### config.mk
export PLATFORM = sky130hd
export DESIGN_NAME = udp_filter_arb
export DESIGN_NICKNAME = d
export VERILOG_FILES = /design/src/rtl/udp_filter_arb.sv
export SDC_FILE = /design/constraint.sdc
export NUM_CORES = 1
export LEC_CHECK = 0
export CAP_MARGIN = 0
export CORE_AREA = 2 2 134 136
export DETAILED_ROUTE_END_ITERATION = 12
export DIE_AREA = 0 0 136 138
export DONT_BUFFER_PORTS = 1
export SLEW_MARGIN = 10
export SYNTH_ARGS = -nofsm -noshare
export SYNTH_HDL_FRONTEND = slang
export SYNTH_SLANG_ARGS = --single-unit
export TNS_END_PERCENT = 10
### constraint.sdc
create_clock -name clk_i -period 2.55 [get_ports clk_i]
set_input_delay 0.1275 -clock clk_i [delete_from_list [all_inputs] [get_ports clk_i]]
set_output_delay 0.1275 -clock clk_i [all_outputs]
set_load 0.05 [all_outputs]
### src/rtl/udp_filter_arb.sv
// udp_filter_arb
// Frame-granular round-robin arbiter sharing one UDP filter datapath between
// PORTS_NUM ingress streams. One source is granted at a time. The grant is
// held until that source's last beat is accepted. Beats pass through a
// registered valid/ready output stage toward the filter.
//
// Optional feature macro: UDP_ARB_TIMEOUT_EN
//   When defined, a stall watchdog aborts a granted frame whose source has
//   been silent for TIMEOUT_CYCLES cycles. The abort pulses fifo_rst_n_o low.
//
// Ports:
//   clk_i         single clock
//   a_rst_n_i     asynchronous active-low reset
//   en_i          arbitration enable, sampled only when idle
//   s_data_i      packed per-port beats, port k at [k*DATA_WIDTH +: DATA_WIDTH]
//   s_valid_i     per-port beat valid
//   s_last_i      per-port end-of-frame
//   s_ready_o     per-port ready, at most one bit high
//   m_data_o      beat to filter
//   m_valid_o     beat valid
//   m_last_o      end-of-frame
//   m_ready_i     downstream ready
//   grant_o       one-hot current grant, 0 when idle
//   sel_o         index of current or most recent grant
//   busy_o        frame in progress
//   fifo_rst_n_o  downstream FIFO flush, active-low
module udp_filter_arb #(
    parameter int DATA_WIDTH     = 64,
    parameter int PORTS_NUM      = 4,
    parameter int TIMEOUT_CYCLES = 1024,
    localparam int SEL_WIDTH     = $clog2(PORTS_NUM)
) (
    input  logic                            clk_i,
    input  logic                            a_rst_n_i,
    input  logic                            en_i,
    input  logic [PORTS_NUM*DATA_WIDTH-1:0] s_data_i,
    input  logic [PORTS_NUM-1:0]            s_valid_i,
    input  logic [PORTS_NUM-1:0]            s_last_i,
    output logic [PORTS_NUM-1:0]            s_ready_o,
    output logic [DATA_WIDTH-1:0]           m_data_o,
    output logic                            m_valid_o,
    output logic                            m_last_o,
    input  logic                            m_ready_i,
    output logic [PORTS_NUM-1:0]            grant_o,
    output logic [SEL_WIDTH-1:0]            sel_o,
    output logic                            busy_o,
    output logic                            fifo_rst_n_o
);

    localparam logic [0:0] ST_IDLE = 1'b0;
    localparam logic [0:0] ST_BUSY = 1'b1;
    localparam int         CW      = SEL_WIDTH + 1;

    logic [0:0]            state;
    logic                  out_free;
    logic                  src_valid;
    logic                  src_last;
    logic [DATA_WIDTH-1:0] src_data;
    logic                  accept;
    logic                  abort;
    logic                  pick_found;
    logic [SEL_WIDTH-1:0]  pick_idx;
    logic [CW-1:0]         cand;

    assign out_free  = !m_valid_o || m_ready_i;
    assign src_valid = s_valid_i[sel_o];
    assign src_last  = s_last_i[sel_o];
    assign src_data  = s_data_i[sel_o*DATA_WIDTH +: DATA_WIDTH];
    assign accept    = (state == ST_BUSY) && src_valid && out_free;
    assign busy_o    = (state == ST_BUSY);

    // Round-robin search from sel_o+1 upward. The loop runs from the farthest
    // offset down to the nearest so the nearest valid port wins the last write.
    always_comb begin
        pick_found = 1'b0;
        pick_idx   = sel_o;
        cand       = '0;
        for (int unsigned i = PORTS_NUM; i >= 1; i--) begin
            cand = {1'b0, sel_o} + CW'(i);
            if (cand >= CW'(PORTS_NUM))
                cand = cand - CW'(PORTS_NUM);
            if (s_valid_i[cand[SEL_WIDTH-1:0]]) begin
                pick_found = 1'b1;
                pick_idx   = cand[SEL_WIDTH-1:0];
            end
        end
    end

    always_comb begin
        s_ready_o = '0;
        if (state == ST_BUSY)
            s_ready_o[sel_o] = out_free;
    end

`ifdef UDP_ARB_TIMEOUT_EN
    localparam int TW = (TIMEOUT_CYCLES > 2) ? $clog2(TIMEOUT_CYCLES) : 1;

    logic [TW-1:0] stall_cnt;

    // Only an absent source beat counts as a stall; downstream backpressure
    // holds the counter.
    assign abort = (state == ST_BUSY) && !src_valid &&
                   (stall_cnt == TW'(TIMEOUT_CYCLES - 1));

    always_ff @(posedge clk_i or negedge a_rst_n_i) begin
        if (!a_rst_n_i) begin
            stall_cnt    <= '0;
            fifo_rst_n_o <= 1'b1;
        end else begin
            fifo_rst_n_o <= !abort;
            if (state != ST_BUSY || accept)
                stall_cnt <= '0;
            else if (!src_valid)
                stall_cnt <= stall_cnt + 1'b1;
        end
    end
`else
    assign abort        = 1'b0;
    assign fifo_rst_n_o = 1'b1;
`endif

    always_ff @(posedge clk_i or negedge a_rst_n_i) begin
        if (!a_rst_n_i) begin
            state     <= ST_IDLE;
            grant_o   <= '0;
            sel_o     <= SEL_WIDTH'(PORTS_NUM - 1);
            m_data_o  <= '0;
            m_valid_o <= 1'b0;
            m_last_o  <= 1'b0;
        end else begin
            case (state)
                ST_IDLE: begin
                    if (en_i && pick_found) begin
                        state   <= ST_BUSY;
                        sel_o   <= pick_idx;
                        grant_o <= PORTS_NUM'(1) << pick_idx;
                    end
                end
                default: begin
                    if (abort || (accept && src_last)) begin
                        state   <= ST_IDLE;
                        grant_o <= '0;
                    end
                end
            endcase

            // Output stage keeps draining after the grant is released.
            if (abort) begin
                m_valid_o <= 1'b0;
                m_last_o  <= 1'b0;
            end else if (accept) begin
                m_data_o  <= src_data;
                m_last_o  <= src_last;
                m_valid_o <= 1'b1;
            end else if (m_ready_i) begin
                m_valid_o <= 1'b0;
                m_last_o  <= 1'b0;
            end
        end
    end

endmodule

==> key figures <==
Status
  – Status: finished, final reports clean

GRT
  – Global route overflow: 0
  – Total GRT Usage: 0.1372
  – Vias in the first global route: 3175
  – Initial antenna violation count: 1
  – Pin count of the biggest net entering global routing: 74
  – First-pass GRT wire length: 19460 um

Final layout
  – Fillers: 1768
  – Nets: 551
  – Fin cells: 514
  – Share of layout cells above drive strength 1: 0.5775
  – Synthesis-to-layout area growth: 11.24%

Worst setup path
  – R2r startpoint: sel_o[1]
  – CP Buf/Inv Count: 1
  – Slowest stage cell, crit path: dfstp_4
  – Crit. End Element: register
  – Worst reg-to-reg setup slack: 0.26 ns
  – Critical path fanouts, max: 38
  – R2r worst-path depth: 5
  – Critical path data required time: 2.78 ns
  – Setup CP Type: register to register
  – Critical Path, Cell by Cell: buf_4 > mux4_2 > nand4_1 > and2_1 > a32o_1
  – Delay-heaviest family, CP: flip-flops
  – Worst r2r dst: grant_o[0]
  – Crit-path max cell delay: 0.63 ns
  – Data arrival, critical path: 2.52 ns
  – Crit start category: register

Die
  – Die span in y: 138 um
  – Core Region: 17530 um2
  – Row Count: 49
  – IO Count: 346
  – Initial Utilization: 0.2762
  – Die Area: 18770 um2
  – Die width: 136 um

Synthesis
  – Synth top area share: 0.3669
  – Synth area leaders: dfrtp_1, mux4_2, mux2_4
  – Cell variety after synth: 35
  – Largest area contributor in the netlist: dfrtp_1
  – Yosys warning count: 0
  – Synth Flop Type: dfrtp_1
  – Sequential element share of the synthesized area: 0.3778
  – Cell count after synthesis: 281
  – Synth Net Count: 553
  – #FFs+latches synth: 73
  – Syn Area/Cell: 17.23 um2
  – Post-Syn Area: 4842 um2
  – Top-count cell post-synth: dfrtp_1
  – Ys async rst share: 1.000
  – Post-synth top cells: dfrtp_1, mux4_2, mux2_4
  – EDFF count, synth: 0

Timing
  – Slew @ Worst Pin: 0.7760 ns
  – Slew headroom: 0.4826
  – Final setup margin: 0.2608 ns
  – Final Cycle Share: 0.8977
  – Final setup fails: 0
  – Setup TNS: 0 ns
  – Peak Freq: 436.8 MHz
  – Final Max Tran Viols: 0
  – Clk_skew: 0.009124 ns
  – RSZ-0062 raised after global routing: false
  – Final Hold Fails: 0
  – Final worst path period need: 2.289 ns

CTS
  – Clk sink count: 73
  – CTS tree: done
  – Num CTS Buffers: 9
  – Clk slew on worst S/H paths: 0.06 ns
  – Root buffer cell: clkbuf_16
  – Setup bufs post-CTS: 0
  – Max H-tree Level: 3
  – Later-pin clock latency in the skew report: 0.34 ns
  – CTS max path bufs: 2

Routing
  – Via density: 5.428
  – Detail Route Antenna Nets: 0
  – Via Count: 2790
  – Post-route DRC: 0
  – Initial drt markers: 137
  – WL final: 13290 um
  – DR pass1 iterations: 4
  – Post-DR wirelength/cell: 25.86 um

Power and ir drop
  – Power density cells: 1763 nW/um2
  – Worst vdd ir: 0.6721 mV
  – Leakage power: 0.002214 uW
  – Power, Total: 9497 uW

Placed design
  – Worst slack at placement: 0.2258 ns
  – Post-detail-place hpwl: 10330 um
  – Quantity of I/O buffers inserted on ports: 0
  – Dpl cells: 494
  – GP Congestion: 0.7720

Run
  – Max_cap viols: 0

Hold path
  – Hold path endpoint: sel_o[0]
  – Hold Path Depth: 3
  – Hold WC Path Type: input pin to register
  – Hold Startpoint: s_valid_i[2]
[layout make-up]
cell class	count	area, um2	share of cell area
multi-input combinational	181	2781	0.5164
antenna	1	2.502	0.0004646
clock buffer	11	252.7	0.04692
sequential	73	1837	0.3410
inverter	2	7.507	0.001394
timing repair buffer	12	165.2	0.03066
clock inverter	5	53.80	0.009988
tap	229	286.5	0.05319
[flip-flops by register name, summed over array words and instances, names as in the netlist]
| signal | count |
|---|---|
| busy_o | 1 |
| grant_o | 4 |
| m_data_o | 64 |
| m_last_o | 1 |
| m_valid_o | 1 |
| sel_o | 2 |
[per-stage QoR]
step | hold WS (ns) | instance area (um2) | util
floorplan | -0.1681 | 4842 | -
global placement | -0.1661 | 5030 | 0.2869
detailed placement | -0.1662 | 5030 | 0.2869
CTS | 0.07230 | 5384 | 0.3071
global route | 0.1408 | 5384 | 0.3071
finish | 0.1012 | 5386 | 0.3072
[where the power goes]
part | internal, uW | switching [uW] | total, uW
combinational | 2350 | 1590 | 3940
sequential | 1740 | 2510 | 4250
clock | 807 | 503 | 1310
total | 4900 | 4600 | 9500
[cells in the final DEF (no fill, tap or decap), drive strengths merged, types with 2 or more instances in the layout]
cell type and count:
dfstp 2, nand3 3, a21oi 2, o31ai 2, ha 4, mux2 68, dlygate4sd3 2, and3 4
nand2 6, clkbuf 11, a221o 2, nor2 3, mux2i 5, inv 2, mux4 66, dfrtp 71
a32o 2, clkinv 4, buf 10, nand3b 2
[cell families after synthesis]
family / count (synthesis) / share of synthesized area
buffers and inverters: 27 / 0.04936
multiplexers: 139 / 0.5134
other: 1 / 0.0007745
adder cells (fa/ha/maj): 4 / 0.01034
flip-flops: 73 / 0.3778
AO/OA/AOI/OAI: 12 / 0.01938
AND/OR/NAND/NOR: 25 / 0.02894
[worst min-delay path, stage by stage]
cell	delay, ns
o22ai_1	0.08
nor3_1	0.15
nor2_1	0.08
[how the worst max path moves through the flow]
stage / start / to / slack [ns] / depth (start not counted)
after floorplan: sel_o[0] / grant_o[0] / 0.1 / 7
after global routing: sel_o[1] / grant_o[1] / 0.1 / 5
after detailed placement: sel_o[1] / grant_o[0] / 0.23 / 5
after global placement: sel_o[1] / grant_o[1] / 0.28 / 5
after CTS: sel_o[1] / grant_o[0] / 0.22 / 5
final: sel_o[1] / grant_o[0] / 0.26 / 5
[metal layers]
layer	global-route usage	up-vias	wire (um)
li1	-	1136	-
met1	0.1545	1446	4683
met2	0.2346	192	6811
met3	0.05244	16	1561
met4	0.05044	0	235
met5	0	-	0
[timing repair]
action	4_1_cts	5_1_grt
hold buffers	3	0
hold endpoints to repair	74	0
setup endpoints to repair	0	0
gates resized for setup	0	0
(Power assumes the default switching activity.)
